## config.mk

```make
export PLATFORM = sky130hd
export DESIGN_NAME = result_hex_display
export DESIGN_NICKNAME = d
export VERILOG_FILES = /design/src/rtl/result_hex_display.sv
export SDC_FILE = /design/constraint.sdc
export NUM_CORES = 1
export LEC_CHECK = 0
export BUFFER_PORTS_ARGS = -buffer_cell sky130_fd_sc_hd__buf_2
export CAP_MARGIN = 20
export CORE_MARGIN = 5
export CORE_UTILIZATION = 23
export DETAILED_ROUTE_END_ITERATION = 12
export PLACE_DENSITY = 0.5
export SETUP_SLACK_MARGIN = 0.15
export SLEW_MARGIN = 20
export SYNTH_ARGS = -nofsm -noshare
export SYNTH_HDL_FRONTEND = slang
export SYNTH_SLANG_ARGS = --single-unit
```

## constraint.sdc

```tcl
create_clock -name clk -period 3.55 [get_ports clk]
set_input_delay 0.355 -clock clk [delete_from_list [all_inputs] [get_ports clk]]
set_output_delay 0.355 -clock clk [all_outputs]
set_load 0.01 [all_outputs]
```

## src/rtl/result_hex_display.sv

```systemverilog
// Drives an 8-digit common-anode seven-segment display from a 32-bit result word.
// The word is captured once per scan frame so a frame never mixes old and new digits.
module result_hex_display #(
  parameter int SCAN_DIV      = 100000,
  parameter bit BLANK_LEADING = 1'b1
) (
  input  logic        clk,
  input  logic        rst,
  input  logic [31:0] result,
  input  logic        blank,
  output logic [7:0]  an,
  output logic [6:0]  seg,
  output logic        dp,
  output logic        frame_done
);

  localparam int DIV_W = (SCAN_DIV > 1) ? $clog2(SCAN_DIV) : 1;
  localparam logic [DIV_W-1:0] DIV_LAST = DIV_W'(SCAN_DIV - 1);

  // Active-low gfedcba pattern for one hex nibble.
  function automatic logic [6:0] hex_to_seg(input logic [3:0] nib);
    logic [6:0] code;
    case (nib)
      4'h0:    code = 7'h40;
      4'h1:    code = 7'h79;
      4'h2:    code = 7'h24;
      4'h3:    code = 7'h30;
      4'h4:    code = 7'h19;
      4'h5:    code = 7'h12;
      4'h6:    code = 7'h02;
      4'h7:    code = 7'h78;
      4'h8:    code = 7'h00;
      4'h9:    code = 7'h10;
      4'hA:    code = 7'h08;
      4'hB:    code = 7'h03;
      4'hC:    code = 7'h46;
      4'hD:    code = 7'h21;
      4'hE:    code = 7'h06;
      4'hF:    code = 7'h0E;
      default: code = 7'h7F;
    endcase
    return code;
  endfunction

  // Digit idx is a leading zero when every nibble from idx upward is zero; digit 0 never is.
  function automatic logic leading_zero(input logic [31:0] value, input logic [2:0] idx);
    logic [31:0] upper;
    upper = value >> {idx, 2'b00};
    return (idx != 3'd0) && (upper == 32'd0);
  endfunction

  logic [DIV_W-1:0] div_cnt_q, div_cnt_d;
  logic [2:0]       digit_idx_q, digit_idx_d;
  logic [31:0]      shadow_q, shadow_d;
  logic [7:0]       an_q, an_d;
  logic [6:0]       seg_q, seg_d;
  logic             frame_done_q, frame_done_d;
  logic             div_last_s;
  logic             digit_off_s;
  logic [3:0]       nibble_s;

  // Next-state for scan divider, shadow capture and registered display outputs.
  always_comb begin
    div_cnt_d    = div_cnt_q;
    digit_idx_d  = digit_idx_q;
    shadow_d     = shadow_q;
    frame_done_d = 1'b0;
    an_d         = 8'hFF;
    seg_d        = 7'h7F;

    div_last_s = (div_cnt_q == DIV_LAST);
    if (div_last_s) begin
      div_cnt_d   = '0;
      digit_idx_d = digit_idx_q + 3'd1;
    end else begin
      div_cnt_d   = div_cnt_q + DIV_W'(1);
      digit_idx_d = digit_idx_q;
    end

    if ((div_cnt_q == '0) && (digit_idx_q == 3'd0)) begin
      shadow_d = result;
    end else begin
      shadow_d = shadow_q;
    end

    frame_done_d = div_last_s && (digit_idx_q == 3'd7);

    // Outputs follow the current shadow, so a fresh capture shows one cycle later.
    nibble_s    = shadow_q[{digit_idx_q, 2'b00} +: 4];
    digit_off_s = blank || (BLANK_LEADING && leading_zero(shadow_q, digit_idx_q));
    if (digit_off_s) begin
      an_d  = 8'hFF;
      seg_d = 7'h7F;
    end else begin
      an_d  = ~(8'b0000_0001 << digit_idx_q);
      seg_d = hex_to_seg(nibble_s);
    end
  end

  // State and output registers.
  always_ff @(posedge clk or posedge rst) begin
    if (rst) begin
      div_cnt_q    <= '0;
      digit_idx_q  <= 3'd0;
      shadow_q     <= 32'd0;
      an_q         <= 8'hFF;
      seg_q        <= 7'h7F;
      frame_done_q <= 1'b0;
    end else begin
      div_cnt_q    <= div_cnt_d;
      digit_idx_q  <= digit_idx_d;
      shadow_q     <= shadow_d;
      an_q         <= an_d;
      seg_q        <= seg_d;
      frame_done_q <= frame_done_d;
    end
  end

  assign an         = an_q;
  assign seg        = seg_q;
  assign dp         = 1'b1;
  assign frame_done = frame_done_q;

endmodule
```

# Yosys cells after proc, flatten, opt, wreduce, memory -nomap -nowiden
# Memory sizes are Yosys's and may differ from the RTL's.
# Index checks and enable logic that the tools add are counted.
[totals]
regBits = 68
rom_bits = 112
mem_count = 1
[op_classes]
add_sub_neg = 2
eq_ne = 2
n_shift = 3
n_mux = 3
bitwise_logic = 1
reduce_logical = 8
[mem_list]
columns = ["memory", "words", "word_bits", "rd", "rd_clocked_by_memory_dff", "wr", "line_no", "rtl"]
rows = [
  ["(no name shown)", 16, 7, 1, 0, 0, "23", "case (nib)"],
]
[op_table]
columns = ["cell", "count"]
rows = [
  ["logical NOT 32 bit", 1],
  ["variable part select 32 x 6 -> 4 bit", 1],
  [">> shifter 32 x 5 -> 32 bit", 1],
  ["adder 17 x 1 -> 17 bit (second input constant)", 1],
  ["equality test 17 bit (second input constant)", 1],
  ["logical NOT 17 bit", 1],
  ["2-to-1 mux 17 bit", 1],
  ["2-to-1 mux 8 bit", 1],
  ["NOT 8 bit", 1],
  ["<< shifter 1 x 3 -> 8 bit (first input constant)", 1],
  ["2-to-1 mux 7 bit", 1],
  ["adder 3 x 1 -> 3 bit (second input constant)", 1],
  ["equality test 3 bit (second input constant)", 1],
  ["logical AND 1 bit", 3],
  ["logical NOT 3 bit", 1],
  ["nonzero test 3 bit", 1],
  ["logical OR 1 bit", 1],
]

# Logic depth before layout (Yosys ltp)
# Gate-level depths: netlist of the first run.
[logic_depth]
word_depth = 5
ltp_mapped = 11
mapped_depth_nobuf = 8

# Worst setup path after synthesis of the first run
# OpenSTA, ideal clock, no wires.
[synth_timing]
kind = "reg2reg"
startpoint = "reg digit_idx_q[0]"
endpoint = "reg an_q[2] (netlist: an[2])"
t_arrival_ns = 2.807
required_time_ns = 3.475
slack_ns = 0.668
path_stages_with_launch = 11
n_path_buf = 3
synth_period_minus_slack_ns = 2.882
path_cell_list = "dfrtp_1 > buf_6 > buf_6 > mux4_2 > mux2i_1 > ha_1 > o311ai_0 > nor3_1 > a41oi_4 > buf_4 > o211ai_2"
[synth_via]
elab_chain_cells = 5
[synth_rtl]
columns = ["element", "line_no", "rtl"]
rows = [
  ["start, declared", "53", "logic [2:0] digit_idx_q, digit_idx_d;"],
  ["start signal, assigned", "111", "digit_idx_q <= digit_idx_d;"],
  [">> shifter 32 x 5 -> 32 bit", "48", "upper = value >> {idx, 2'b00};"],
  ["logical NOT 32 bit", "49", "return (idx != 3'd0) && (upper == 32'd0);"],
  ["logical AND 1 bit", "49", ""],
  ["logical OR 1 bit", "90", "digit_off_s = blank || (BLANK_LEADING && leading_zero(shadow_q, digit_idx_q));"],
  ["2-to-1 mux 8 bit (*)", "91", "if (digit_off_s) begin"],
  ["via an_d[2]", "55", "logic [7:0] an_q, an_d;"],
  ["end signal, assigned", "113", "an_q <= an_d;"],
  ["end, declared", "55", ""],
]
# The timed path passes the listed nets; every way through them passes the cells marked *.
# A chain may end at the register's enable or synchronous reset.

# Worst setup path in the final report of the first run
[layout_timing]
startpoint = "reg digit_idx_q[0]"
endpoint = "reg seg_q[5] (netlist: seg[5])"
[layout_via]
elab_chain_cells = 5
[layout_rtl]
columns = ["element", "line_no", "rtl"]
rows = [
  ["branches (longest 4 deep; another with memory (16 x 7 bit))", "n/a", ""],
  ["2-to-1 mux 7 bit (*)", "91", ""],
  ["via seg_d[5]", "56", "logic [6:0] seg_q, seg_d;"],
  ["end signal, assigned", "114", "seg_q <= seg_d;"],
  ["end, declared", "56", ""],
]
# Mark *: on every way through the listed nets, which the timed path passes.

==> results of run 1 <==
## cell usage after synthesis (all sizes together) (6+ instances only)
cell type  number
mux4            6
mux2           32
xnor2          10
nor2           22
nor3           12
nor4            7
nand3          11
ha             14
o21ai          11
xor2            6
mux2i          13
nand2          12
inv             9
dfrtp          53
dfstp          15
buf            11
## state kept, by name, indices dropped and copies added, names as in the netlist
| name | count |
|---|---|
| an | 8 |
| digit_idx_q | 3 |
| div_cnt_q | 17 |
| frame_done | 1 |
| seg | 7 |
| shadow_q | 32 |
## worst max-delay path, delay by kind of cell, from the launching register on
family	cells	cell delay, ns
flops	1	0.59
buf+inv	1	0.31
compound gates	3	0.74
fa+ha+maj	1	0.24
mux	2	0.53
simple gates	1	0.33
## power breakdown
part	switching (W)	internal [W]
Sequential	0.0000238	0.000810
Clock	0.000304	0.000509
Combinational	0.0000696	0.0000614
Total	0.000397	0.00138
## path summary, 6_finish.rpt
kind	startpoint	endpoint	depth (start not counted)
setup / recovery	digit_idx_q[0]	seg[5]	8
hold / removal	rst	shadow_q[26]	2
setup reg to reg	digit_idx_q[0]	seg[5]	8
hold reg to reg	div_cnt_q[8]	div_cnt_q[8]	1
max in group asynchronous	rst	an[2]	3
min in group clk	result[20]	shadow_q[20]	2
## layer usage
metal,GRT usage,vias to the layer above,share of wire
met5,0,-,0
met4,0.0271,0,0.0099
met3,0.0317,7,0.048
met2,0.153,47,0.46
met1,0.136,1218,0.48
li1,-,1209,-
## stage by stage
stage | utilization | total power (W)
CTS | 0.283 | 0.00181
floorplan | - | 0.000922
detailed placement | 0.265 | 0.000981
finish | 0.283 | 0.00178
global route | 0.283 | 0.00186
global placement | 0.265 | 0.000978
## cell type report
type,instances,share of cell area
clock inverters,2,0.00233
well taps,188,0.0547
repair buffers,58,0.0722
inverters,9,0.00815
multi-input cells,209,0.401
flip-flops and latches,68,0.400
clock buffers,14,0.0614
## kinds of logic (layout without fill, tap and decap cells)
| family | count (synthesis) | after routing | synth area share |
|---|---|---|---|
| other cells | 1 | 1 | 0.00105 |
| buf+inv | 24 | 83 | 0.0357 |
| compound gates | 40 | 40 | 0.0922 |
| mux | 51 | 51 | 0.175 |
| xor+xnor | 16 | 16 | 0.0392 |
| fa+ha+maj | 14 | 14 | 0.0491 |
| simple gates | 87 | 87 | 0.126 |
| flops | 68 | 68 | 0.482 |
==> results by group, run 1 <==
CTS
  – TritonCTS clock tree: built
  – Clock tree buffer depth: 2
  – Post-CTS Hold Buffers: 0
  – Cts bufs inserted: 9
  – Post-CTS setup buffers: 0
  – Root buffer cell: clkbuf_16
  – CTS resizes: 0
  – H-Tree Depth: 3
  – Worst-path clk slew: 0.05 ns
  – Worst-Skew Late Latency: 0.32 ns
  – Clk sinks: 68

Min path
  – Worst min path class: input pin to asynchronous set/reset pin

Synthesis
  – Register area share after synthesis: 0.482
  – Seq cells post-synth: 68
  – Main flop type after synthesis: dfrtp_1
  – Synth cell types: 51
  – Top cells by area, synth: dfrtp_1 (37%), dfstp_2 (11%), mux2_2 (10%)
  – Cell count after synthesis: 301
  – Share of the synthesized area in the top cell type: 0.371
  – Number of enable flip-flop cells after synthesis: 0
  – Cell taking the most area after synthesis: dfrtp_1
  – Async set-or-reset flop fraction in the synthesized netlist: 1.00
  – Synthesized area: about 3600 sq um
  – Yosys warnings: 0
  – Syn nets: 350
  – Average size of a mapped cell: 11.9 sq um

Timing
  – Final hold vios: 0
  – RSZ-0062 raised after global routing: no
  – Hold WS: 0.180 ns
  – Fin Setup TNS: 0 ns
  – Relative slew slack: 0.377
  – Layout Skew: 0.00492 ns
  – Fin crit share: 0.796
  – Achievable frequency: 0.354 GHz
  – Final Critical Period: around 2.8 ns
  – Slew Viols, Final: 0
  – Setup violations, final: 0
  – Measured slew at the worst slew-check pin: 0.935 ns
  – Setup ws final: around 0.72 ns

Global route
  – GRT Util Overall: 0.0997
  – Congestion Overflow GR: 0
  – Initial antenna violation count: 0
  – First-pass GRT wire length: around 14 mm
  – Largest net degree at the start of global routing: 49
  – Vias in the first global route: 2581

Finish
  – Commonest non-fill, non-tap cells in the layout: dfrtp_1 (53), buf_2 (50), mux2_2 (32)
  – Area of the multi-input gates: 1730 sq um
  – ANT cells: 0
  – Design Area, Final: 4300 sq um
  – Register area: 1720 sq um
  – Share of layout cells above drive strength 1: 0.369
  – P&R area growth vs syn: 20.4%
  – Fillers: 1615
  – Fin cells: approximately 550
  – Final Net Count: 404
  – Commonest non-fill, non-tap cell in the layout: dfrtp_1

Critical path
  – Crit path largest cell delay: 0.59 ns
  – CP endpoint kind: flip-flop
  – Flop2flop setup slack: approximately 0.72 ns
  – CP max FO: 15
  – Crit Path Category: flip-flop to flip-flop
  – Crit-path slowest cell: dfrtp_1
  – Critical Path RT: 3.79 ns
  – Ordered cell list for the critical path: buf_4, mux4_2, mux2i_1, ha_1, o311ai_0, nor3_1, a41oi_4, o221ai_1
  – CP arrival: 3.06 ns
  – Critical path launch point type: flip-flop

Drt
  – Initial drt markers: 230
  – Routed vias: 2481
  – Vias/cell: 4.53
  – WL final: 8.56 mm
  – Post-DR wirelength/cell: 15.6 um
  – Residual DRC count: 0
  – First-pass detailed-route iteration total: 4
  – Antenna viol nets, final: 0

Pwr
  – Pleak: between 1.5 and 2 nW
  – Pwr Density: slightly above 400 nW/um^2
  – Worst VDD drop: 0.000271 V

Die
  – Die area: 18100 sq um
  – Top Ports: 52
  – Die W: approximately 130 um
  – Initial core utilization: 0.235
  – Core Area: 15200 sq um
  – Rows: 45
  – Die Y: 135 um

Outcome
  – Run status: complete, no violations

Flow run
  – MaxCap Viol Count: 0

Placement
  – Pre-CTS setup slack: 0.718 ns
  – Placed cell areas: 4030 sq um
  – GPL Wtd Cong: 0.843
  – PortBufs: 50
  – Final HPWL DP: 6.49 mm
  – Placed cell count: 532
No activity file was read; power rests on OpenSTA's default activity.
==> run 2, diff against run 1 <==
PLACE_DENSITY = 0.51   (was 0.5)
clock period = 2.3 ns   (was 3.55 ns; I/O delays follow)
==> run 2 against run 1 <==
Net effect:
- the run now ends with negative setup slack left
- combinational power increased by 120%
- sequential cell count is the same
- first-iteration DRC count decreased by 16%
- largest power group unchanged
==> results by group, run 2 (synthesis results as in run 1) <==
Outcome
  – Run status: finished, violations left
  – Failing checks: negative setup slack

Finish
  – P&R area growth vs syn: 41.5%
  – Share of layout cells above drive strength 1: 0.485
  – Area of the multi-input gates: 1980 sq um
  – Design Area, Final: 5050 sq um
  – Register area: 1720 sq um
  – ANT cells: 0
  – Commonest non-fill, non-tap cell in the layout: dfrtp_1
  – Final Net Count: 450
  – Max reg flops: 32
  – Fillers: 1530
  – Largest Register: shadow_q
  – Post-layout util: 0.332
  – Commonest non-fill, non-tap cells in the layout: dfrtp_1 (51), buf_2 (50), buf_4 (39)

Critical path
  – CP endpoint kind: flip-flop
  – CP max FO: 3
  – R2R depth: 10
  – Critical Path RT: between 2 and 3 ns
  – CP arrival: 2.60 ns
  – Critical path launch point type: flip-flop
  – Crit Path Category: flip-flop to flip-flop

Drt
  – Initial drt markers: 194
  – Post-DR wirelength/cell: 16.2 um
  – Routed vias: 2739
  – Antenna viol nets, final: 0
  – First-pass detailed-route iteration total: 4
  – Residual DRC count: 0
  – Vias/cell: around 4.6
  – WL final: 9.63 mm

Global route
  – GRT Util Overall: 0.102
  – Initial antenna violation count: 0
  – Vias in the first global route: 2762
  – Largest net degree at the start of global routing: 69
  – Congestion Overflow GR: 0
  – First-pass GRT wire length: 14.5 mm

Pwr
  – Pleak: 2.14 nW
  – Pwr Density: 558 nW/um^2
  – Worst VDD drop: 0.000393 V

CTS
  – Clk sinks: 68
  – Cts bufs inserted: 9
  – H-Tree Depth: 3
  – Worst-path clk slew: ~0.060 ns
  – Worst-Skew Late Latency: 0.34 ns
  – Root buffer cell: clkbuf_16
  – TritonCTS clock tree: built
  – Clock tree buffer depth: 2

Die
  – Die Y: 135 um
  – Core Area: 15200 sq um
  – Initial core utilization: 0.235
  – Die area: 18100 sq um
  – Rows: 45
  – Top Ports: 52
  – Die W: 135 um

Timing
  – Setup ws final: -0.0356 ns
  – Final Critical Period: 2.34 ns
  – Final hold vios: 0
  – Achievable frequency: 0.428 GHz
  – Setup violations, final: 8
  – Slew Viols, Final: 0
  – Hold WS: 0.125 ns
  – Fin Setup TNS: -0.166 ns
  – Layout Skew: 0.00862 ns
  – Fin crit share: 1.02
  – RSZ-0062 raised after global routing: yes

Min path
  – Worst Hold Path Cells: 2
  – Worst min path class: input pin to flip-flop

Placement
  – Placed cell areas: 4320 sq um
  – PortBufs: 50
  – Pre-CTS setup slack: -0.113 ns
  – GPL Wtd Cong: roughly 0.83
  – Final HPWL DP: roughly 6.6 mm

Flow run
  – MaxCap Viol Count: 0
run 2: cell count changes in the layout (fill, tap and decap cells not counted), sizes merged:
cell	previous run	this run
buf	58	99
clkinv	3	5
clkinvlp	0	1
a41oi	1	2
dlygate4sd3	0	1
run 2: timing repair:
item	CTS	global route
endpoints found under the hold margin	53	0
cloned	2	3
pin swaps	10	6
hold buffers	1	0
resized for setup	14	52
buffers inserted	7	2
endpoints found under the setup margin	47	47
run 2: layout make-up:
type | instances | area share
multi-input cells | 210 | 0.392
flip-flops and latches | 68 | 0.341
repair buffers | 103 | 0.156
clock buffers | 11 | 0.0481
well taps | 188 | 0.0466
inverters | 9 | 0.0107
clock inverters | 5 | 0.00545
run 2: power breakdown:
part / internal, W / switching [W]
registers: 0.00125 / 0.0000283
clock network: 0.000750 / 0.000505
logic: 0.000150 / 0.000134
run 2: layer usage:
metal  part of all wire  track usage  vias to the layer above  routed length (um)
met5                  0            0                        -                   0
met4              0.015       0.0351                        0                 142
met3              0.050       0.0276                       15                 486
met2               0.46        0.161                       72                4460
met1               0.47        0.136                     1344                4540
li1                   -            -                     1308                   -
run 2: final timing paths:
| path | endpoint | from | slack (ns) |
|---|---|---|---|
| max in group asynchronous | an[2] | rst | 1.46 |
| worst max register to register | an[3] | digit_idx_q[0] | -0.04 |
| worst min-delay path | shadow_q[28] | result[28] | 0.13 |
| min in group asynchronous | shadow_q[22] | rst | 0.51 |
| worst max-delay path | an[3] | digit_idx_q[0] | -0.04 |
| worst min register to register | div_cnt_q[11] | div_cnt_q[11] | 0.49 |
run 2: through the flow:
| step | std cells | total power, W |
|---|---|---|
| 3_5_place_dp | 563 | 0.00154 |
| 2_1_floorplan | 301 | 0.00143 |
| 4_1_cts | 589 | 0.00283 |
| 5_1_grt | 594 | 0.00293 |
| 3_3_place_gp | 563 | 0.00154 |
| 6_report | 594 | 0.00282 |
run 2: critical path, cell delays in order, from the launching register on:
cell	delay (ns)
dfrtp_2	0.40
mux4_2	0.58
mux2i_4	0.18
ha_2	0.20
o311ai_1	0.09
nor3_1	0.16
buf_4	0.16
a41oi_4	0.10
buf_6	0.15
buf_4	0.13
o21ai_4	0.11
